`config.mk`:
```
export PLATFORM = sky130hd
export DESIGN_NAME = ps2_host_tx
export DESIGN_NICKNAME = d
export VERILOG_FILES = /design/src/rtl/ps2_pkg.sv /design/src/rtl/ps2_line_sync.sv /design/src/rtl/ps2_host_tx.sv
export SDC_FILE = /design/constraint.sdc
export NUM_CORES = 1
export LEC_CHECK = 0
export BUFFER_PORTS_ARGS = -buffer_cell sky130_fd_sc_hd__buf_2
export CORE_MARGIN = 2
export CORE_UTILIZATION = 30
export DETAILED_ROUTE_END_ITERATION = 12
export PLACE_DENSITY = 0.51
export SLEW_MARGIN = 20
export SYNTH_ARGS = -nofsm -noshare
export SYNTH_HDL_FRONTEND = slang
export SYNTH_SLANG_ARGS = --single-unit
```
`constraint.sdc`:
```
create_clock -name clock -period 2 [get_ports clock]
set_input_delay 0.1 -clock clock [delete_from_list [all_inputs] [get_ports clock]]
set_output_delay 0.1 -clock clock [all_outputs]
set_load 0.005 [all_outputs]
```
`src/rtl/ps2_pkg.sv`:
```
// Shared types and constants for the PS/2 host transmitter and its line synchronizer.
package ps2_pkg;

    typedef enum logic [2:0] {
        IDLE    = 3'd0,
        INHIBIT = 3'd1,
        REQ     = 3'd2,
        SEND    = 3'd3,
        ACK     = 3'd4
    } ps2_state_e;

    localparam logic [1:0] ERR_NONE    = 2'b00;
    localparam logic [1:0] ERR_TIMEOUT = 2'b01;
    localparam logic [1:0] ERR_NOACK   = 2'b10;

    localparam logic [7:0] CMD_SET_LEDS = 8'hED;
    localparam logic [7:0] CMD_ENABLE   = 8'hF4;
    localparam logic [7:0] CMD_RESET    = 8'hFF;

    function automatic int max3(input int a, input int b, input int c);
        int m;
        m = (a > b) ? a : b;
        return (m > c) ? m : c;
    endfunction

endpackage

```
`src/rtl/ps2_line_sync.sv`:
```
// Synchronizes the raw PS/2 clock and data pins and flags falling edges of the synced clock.
module ps2_line_sync #(
    parameter int SYNC_STAGES = 2
) (
    input  logic clock,
    input  logic reset,
    input  logic clk_in,
    input  logic dat_in,
    output logic clk_sync,
    output logic dat_sync,
    output logic clk_fall
);

    logic [SYNC_STAGES-1:0] clk_sh_r;
    logic [SYNC_STAGES-1:0] dat_sh_r;
    logic                   clk_prev_r;

    // Shift chains reset to the idle-high line level so no false edge follows reset.
    always_ff @(posedge clock) begin
        if (reset) begin
            clk_sh_r   <= {SYNC_STAGES{1'b1}};
            dat_sh_r   <= {SYNC_STAGES{1'b1}};
            clk_prev_r <= 1'b1;
        end else begin
            clk_sh_r   <= {clk_sh_r[SYNC_STAGES-2:0], clk_in};
            dat_sh_r   <= {dat_sh_r[SYNC_STAGES-2:0], dat_in};
            clk_prev_r <= clk_sh_r[SYNC_STAGES-1];
        end
    end

    assign clk_sync = clk_sh_r[SYNC_STAGES-1];
    assign dat_sync = dat_sh_r[SYNC_STAGES-1];
    assign clk_fall = clk_prev_r & ~clk_sh_r[SYNC_STAGES-1];

endmodule

```
`src/rtl/ps2_host_tx.sv`:
```
// PS/2 host-to-device command transmitter: inhibit, request, 8 data bits, odd parity,
// stop bit and device ACK check, with an edge timeout from clock release onward.
module ps2_host_tx
    import ps2_pkg::*;
#(
    parameter int INHIBIT_CYCLES      = 6000,
    parameter int START_HOLD_CYCLES   = 50,
    parameter int EDGE_TIMEOUT_CYCLES = 750000,
    parameter int SYNC_STAGES         = 2
) (
    input  logic       clock,
    input  logic       reset,
    input  logic [7:0] cmd_data,
    input  logic       cmd_valid,
    output logic       cmd_ready,
    input  logic       ps2_clk_in,
    input  logic       ps2_dat_in,
    output logic       ps2_clk_oe,
    output logic       ps2_dat_oe,
    output logic       busy,
    output logic       done,
    output logic       ack_ok,
    output logic [1:0] err_code
);

    localparam int MAX_CNT = max3(INHIBIT_CYCLES, START_HOLD_CYCLES, EDGE_TIMEOUT_CYCLES);
    localparam int CNT_W   = $clog2(MAX_CNT + 1);

    localparam logic [CNT_W-1:0] INH_LAST  = CNT_W'(INHIBIT_CYCLES - 1);
    localparam logic [CNT_W-1:0] HOLD_LAST = CNT_W'(START_HOLD_CYCLES - 1);
    localparam logic [CNT_W-1:0] TO_LAST   = CNT_W'(EDGE_TIMEOUT_CYCLES - 1);
    localparam logic [CNT_W-1:0] CNT_ONE   = CNT_W'(1);

    logic clk_sync_s, dat_sync_s, clk_fall_s;

    ps2_line_sync #(.SYNC_STAGES(SYNC_STAGES)) u_sync (
        .clock    (clock),
        .reset    (reset),
        .clk_in   (ps2_clk_in),
        .dat_in   (ps2_dat_in),
        .clk_sync (clk_sync_s),
        .dat_sync (dat_sync_s),
        .clk_fall (clk_fall_s)
    );

    ps2_state_e       state_r, state_s;
    logic [CNT_W-1:0] cnt_r, cnt_s;
    logic [3:0]       bit_cnt_r, bit_cnt_s;
    logic [7:0]       shift_r, shift_s;
    logic             parity_r, parity_s;
    logic             ack_seen_r, ack_seen_s;
    logic             clk_oe_r, clk_oe_s;
    logic             dat_oe_r, dat_oe_s;
    logic             ready_r, ready_s;
    logic             busy_r, busy_s;
    logic             done_r, done_s;
    logic             ack_ok_r, ack_ok_s;
    logic [1:0]       err_r, err_s;

    // State register and registered outputs.
    always_ff @(posedge clock) begin
        if (reset) begin
            state_r    <= IDLE;
            cnt_r      <= '0;
            bit_cnt_r  <= 4'd0;
            shift_r    <= 8'h00;
            parity_r   <= 1'b0;
            ack_seen_r <= 1'b0;
            clk_oe_r   <= 1'b0;
            dat_oe_r   <= 1'b0;
            ready_r    <= 1'b1;
            busy_r     <= 1'b0;
            done_r     <= 1'b0;
            ack_ok_r   <= 1'b0;
            err_r      <= ERR_NONE;
        end else begin
            state_r    <= state_s;
            cnt_r      <= cnt_s;
            bit_cnt_r  <= bit_cnt_s;
            shift_r    <= shift_s;
            parity_r   <= parity_s;
            ack_seen_r <= ack_seen_s;
            clk_oe_r   <= clk_oe_s;
            dat_oe_r   <= dat_oe_s;
            ready_r    <= ready_s;
            busy_r     <= busy_s;
            done_r     <= done_s;
            ack_ok_r   <= ack_ok_s;
            err_r      <= err_s;
        end
    end

    // Next-state and next-output logic; a synced falling edge always beats timeout expiry.
    always_comb begin
        state_s    = state_r;
        cnt_s      = cnt_r;
        bit_cnt_s  = bit_cnt_r;
        shift_s    = shift_r;
        parity_s   = parity_r;
        ack_seen_s = ack_seen_r;
        clk_oe_s   = clk_oe_r;
        dat_oe_s   = dat_oe_r;
        done_s     = 1'b0;
        ack_ok_s   = ack_ok_r;
        err_s      = err_r;
        case (state_r)
            IDLE: begin
                clk_oe_s = 1'b0;
                dat_oe_s = 1'b0;
                if (cmd_valid && ready_r) begin
                    shift_s  = cmd_data;
                    parity_s = ~^cmd_data;
                    cnt_s    = '0;
                    clk_oe_s = 1'b1;
                    state_s  = INHIBIT;
                end else begin
                    cnt_s = '0;
                end
            end
            INHIBIT: begin
                if (cnt_r == INH_LAST) begin
                    cnt_s    = '0;
                    dat_oe_s = 1'b1;
                    state_s  = REQ;
                end else begin
                    cnt_s = cnt_r + CNT_ONE;
                end
            end
            REQ: begin
                if (cnt_r == HOLD_LAST) begin
                    cnt_s     = '0;
                    clk_oe_s  = 1'b0;
                    bit_cnt_s = 4'd0;
                    state_s   = SEND;
                end else begin
                    cnt_s = cnt_r + CNT_ONE;
                end
            end
            SEND: begin
                if (clk_fall_s) begin
                    cnt_s     = '0;
                    bit_cnt_s = bit_cnt_r + 4'd1;
                    case (bit_cnt_r)
                        4'd0, 4'd1, 4'd2, 4'd3, 4'd4, 4'd5, 4'd6, 4'd7: begin
                            dat_oe_s = ~shift_r[0];
                            shift_s  = {1'b0, shift_r[7:1]};
                        end
                        4'd8:    dat_oe_s = ~parity_r;
                        4'd9:    dat_oe_s = 1'b0;
                        default: begin
                            ack_seen_s = ~dat_sync_s;
                            state_s    = ACK;
                        end
                    endcase
                end else if (cnt_r == TO_LAST) begin
                    clk_oe_s = 1'b0;
                    dat_oe_s = 1'b0;
                    done_s   = 1'b1;
                    ack_ok_s = 1'b0;
                    err_s    = ERR_TIMEOUT;
                    state_s  = IDLE;
                end else begin
                    cnt_s = cnt_r + CNT_ONE;
                end
            end
            ACK: begin
                if (clk_sync_s && dat_sync_s) begin
                    clk_oe_s = 1'b0;
                    dat_oe_s = 1'b0;
                    done_s   = 1'b1;
                    ack_ok_s = ack_seen_r;
                    err_s    = ack_seen_r ? ERR_NONE : ERR_NOACK;
                    state_s  = IDLE;
                end else if (clk_fall_s) begin
                    cnt_s = '0;
                end else if (cnt_r == TO_LAST) begin
                    clk_oe_s = 1'b0;
                    dat_oe_s = 1'b0;
                    done_s   = 1'b1;
                    ack_ok_s = 1'b0;
                    err_s    = ERR_TIMEOUT;
                    state_s  = IDLE;
                end else begin
                    cnt_s = cnt_r + CNT_ONE;
                end
            end
            default: begin
                clk_oe_s = 1'b0;
                dat_oe_s = 1'b0;
                state_s  = IDLE;
            end
        endcase
        ready_s = (state_s == IDLE);
        busy_s  = (state_s != IDLE);
    end

    assign cmd_ready  = ready_r;
    assign busy       = busy_r;
    assign done       = done_r;
    assign ack_ok     = ack_ok_r;
    assign err_code   = err_r;
    assign ps2_clk_oe = clk_oe_r;
    assign ps2_dat_oe = dat_oe_r;

endmodule

```
==> impl_metrics.tcl <==
set metrics [dict create \
    clk_latency_ns 0.31 \
    num_io_pins 21 \
    cts.root.buffer_cell "clkbuf_8" \
    p_leak_uw 0.001356 \
    slew_headroom 0.7617 \
    drv_slew 0 \
    crit_arrival_ns 2.21 \
    instances_no_fill 467 \
    placed_area_mm2 0.003020 \
    drc 0 \
    die_h_um 95.65 \
    grt_overflow_total 0 \
    grt_util_all_layers 0.1403 \
    total_power_uw 1873 \
    grt_max_degree 24 \
    cts_made_buffers 5 \
    antenna_found_initial 0 \
    cellPowerDensity_mw_per_mm2 556.3 \
    routabilityCongestion 0.7736 \
    max_freq_mhz 494.5 \
    max-clock-path-buffers 2 \
    finalWorstSetupSlack_ns -0.02230 \
    yosysWarnings 0 \
    synth_cells 295 \
    violations "negative setup slack" \
    critPathMaxFanout 7 \
    clk_pin_slew_worst_paths_ns 0.09 \
    coreArea_mm2 0.008175 \
    syn_area_mm2 0.002520 \
    io_buffers 20 \
    rsz0062_at_grt "true" \
    grt_first_pass_wirelength_um 9936 \
    clock-sinks 50 \
    drt_iter0_drc 90 \
    design_area_mm2 0.003367 \
    vdd_ir_drop_max_uv 254.4 \
    cap_violations 0 \
    worst_slew_pin_slew_ns 0.3567 \
    endpoint_kind "flop" \
    drive_gt1_frac 0.3260 \
    dp.cells 450 \
    die_area_mm2 0.009149 \
    wirelength_um 6135 \
    vias 2269 \
    skew_ns 0.01229 \
    die_x_um 95.65 \
    dr.pass1.iters 4 \
    criticalPathCategory "reg2reg" \
    routed_via_density 4.859 \
    rows 33 \
    synthArstFlopShare 0 \
    syn_avg_cell_area_um2 8.542 \
    status "finished with violations" \
    ant_nets 0 \
    finalCriticalPeriod_ns 2.022 \
    seq_area_frac_synth 0.3972 \
    synth_edf_count 0 \
    area_delta_synth_final_pct 33.61 \
    layout.nets 380 \
    hold_viol_final 0 \
    fin_crit_sh 1.011 \
    min_path_type "in2reg" \
    place_hpwl_um 4552 \
    synthDistinctLibCells 49 \
    synth_fp_nets 314 \
    critical_path_required_ns 2.19 \
    initial_utilization 0.3082 \
    grt_pass1_vias 2118 \
    setup_viol_count_final 10 \
    cts_tree "yes" \
    synth-seq-cells 50 \
    synth-main-ff-cell "dfxtp_1" \
    htreeDepth 2 \
    start_kind "flop" \
    antenna_cells 0 \
    wl_per_cell_um 13.14 \
]
## cells in the final DEF, fill, tap and decap left out, types with 2 or more instances in the layout
| cell type | n |
|---|---|
| and3_1 | 7 |
| nand2_1 | 19 |
| nor2_2 | 2 |
| o31a_1 | 2 |
| or2_1 | 2 |
| nor3_2 | 2 |
| clkbuf_8 | 6 |
| buf_6 | 4 |
| nor3b_1 | 4 |
| a211oi_1 | 8 |
| or2_4 | 2 |
| inv_1 | 8 |
| o21ai_0 | 3 |
| dfxtp_1 | 48 |
| ha_1 | 6 |
| or3_4 | 2 |
| nand4_1 | 13 |
| dfxtp_2 | 2 |
| nor2_4 | 8 |
| xor2_2 | 3 |
| or2_2 | 6 |
| nand3_1 | 12 |
| nor2b_1 | 2 |
| buf_4 | 44 |
| nand2b_1 | 2 |
| buf_2 | 20 |
| o21ai_1 | 2 |
| xnor2_1 | 11 |
| xor2_1 | 13 |
| nor2_1 | 38 |
| a31oi_1 | 3 |
| a21oi_1 | 10 |
| nor4_4 | 2 |
| mux2i_1 | 6 |
| dlygate4sd3_1 | 2 |
| nor3_1 | 7 |
## report_power, final
group / total, µW / leakage, µW / switching (µW) / internal [µW]
sequential: 1050 / 0.000408 / 18.2 / 1030
clock: 625 / 0.0000472 / 346 / 279
combinational: 202 / 0.000901 / 105 / 97.0
total: 1870 / 0.00136 / 468 / 1400
## path summary, 6_finish.rpt
path                                               startpoint                             to  slack (ns)  cells past startpoint
worst max-delay path                   cnt_r[15]$_SDFFE_PP0P_          cnt_r[1]$_SDFFE_PP0P_       -0.02                      7
worst min-delay path                                    reset            ack_ok$_SDFFE_PP0N_        0.07                      2
worst max register to register         cnt_r[15]$_SDFFE_PP0P_          cnt_r[1]$_SDFFE_PP0P_       -0.02                      7
worst min register to register  u_sync.clk_sh_r[0]$_SDFF_PP1_  u_sync.clk_sh_r[1]$_SDFF_PP1_        0.42                      1
## layout make-up
cell class | instances | area [µm²]
clock buffers | 6 | 82.58
clock inverters | 2 | 12.51
fillers | 821 | 4808
inverters | 8 | 30.03
multi-input cells | 225 | 1592
flip-flops and latches | 50 | 1003
well taps | 105 | 131.4
repair buffers | 71 | 515.5
## flip-flops by register name, indices dropped and copies added (netlist names)
| name | flops |
|---|---|
| ack_ok | 1 |
| ack_seen_r | 1 |
| bit_cnt_r | 4 |
| busy | 1 |
| cmd_ready | 1 |
| cnt_r | 20 |
| done | 1 |
| err_code | 2 |
| parity_r | 1 |
| ps2_clk_oe | 1 |
| ps2_dat_oe | 1 |
| shift_r | 8 |
| state_r | 3 |
| u_sync.clk_prev_r | 1 |
| u_sync.clk_sh_r | 2 |
| u_sync.dat_sh_r | 2 |
## Yosys cell counts, types with 3 or more instances
library cell | n | share of area
xnor2_1 | 11 | 0.038
nor3_1 | 9 | 0.018
inv_1 | 8 | 0.012
ha_1 | 6 | 0.030
nor3b_1 | 4 | 0.012
xor2_1 | 16 | 0.056
nor2_1 | 48 | 0.071
dfxtp_1 | 50 | 0.40
buf_2 | 3 | 0.0060
nand2_1 | 20 | 0.030
or2_1 | 3 | 0.0074
clkbuf_1 | 7 | 0.010
a211oi_1 | 9 | 0.027
nand3_1 | 12 | 0.024
a21oi_1 | 12 | 0.024
or2_2 | 7 | 0.017
o21ai_0 | 4 | 0.0079
mux2i_1 | 6 | 0.024
and3_1 | 8 | 0.020
nand4_1 | 13 | 0.032
a31oi_1 | 3 | 0.0074
## kinds of logic after synthesis
family                     Yosys count  share of synthesized area
adders and majority gates            6                    0.02979
xor gates and xnor gates            27                    0.09384
buffers and inverters               20                    0.03724
DFF                                 50                     0.3972
AOI/OAI and AO/OA                   42                     0.1127
and+or+nand+nor                    144                     0.3054
muxes                                6                    0.02383
## per-stage QoR
| step | worst slack (ns) | util | TNS (ns) | hold WS, ns |
|---|---|---|---|---|
| 3_3_place_gp | -0.02325 | 0.3695 | -0.03354 | 0.2872 |
| 6_report | -0.02230 | 0.4118 | -0.08163 | 0.07083 |
| 5_1_grt | -0.1433 | 0.4118 | -2.544 | 0.05590 |
| 4_1_cts | -0.02948 | 0.3861 | -0.2946 | 0.04732 |
| 3_5_place_dp | -0.05527 | 0.3695 | -0.7161 | 0.2916 |
| 2_1_floorplan | 0.02654 | - | 0 | 0.2038 |
## routing by layer
layer | routed length, µm | part of all wire | track usage | vias up
li1 | - | - | - | 1165
met1 | 3119 | 0.51 | 0.1994 | 1062
met4 | 72 | 0.012 | 0.03810 | 0
met5 | 0 | 0 | 0 | -
met3 | 244 | 0.040 | 0.03162 | 6
met2 | 2698 | 0.44 | 0.2127 | 36
## what timing repair did
action                                  CTS  global route
hold buffers                              2             0
hold endpoints to repair                  2             0
setup buffers                             1             6
endpoints found under the setup margin   22            36
pin swaps                                 5            21
resized for setup                         3            40
## critical path, cell delays in order, from the launching register on
cell and delay, ns:
dfxtp_2 0.33, or3_4 0.40, or2_4 0.26, o31a_1 0.27
nor3_2 0.22, a21o_2 0.22, buf_12 0.16, a311oi_2 0.04
(Power assumes the default switching activity.)
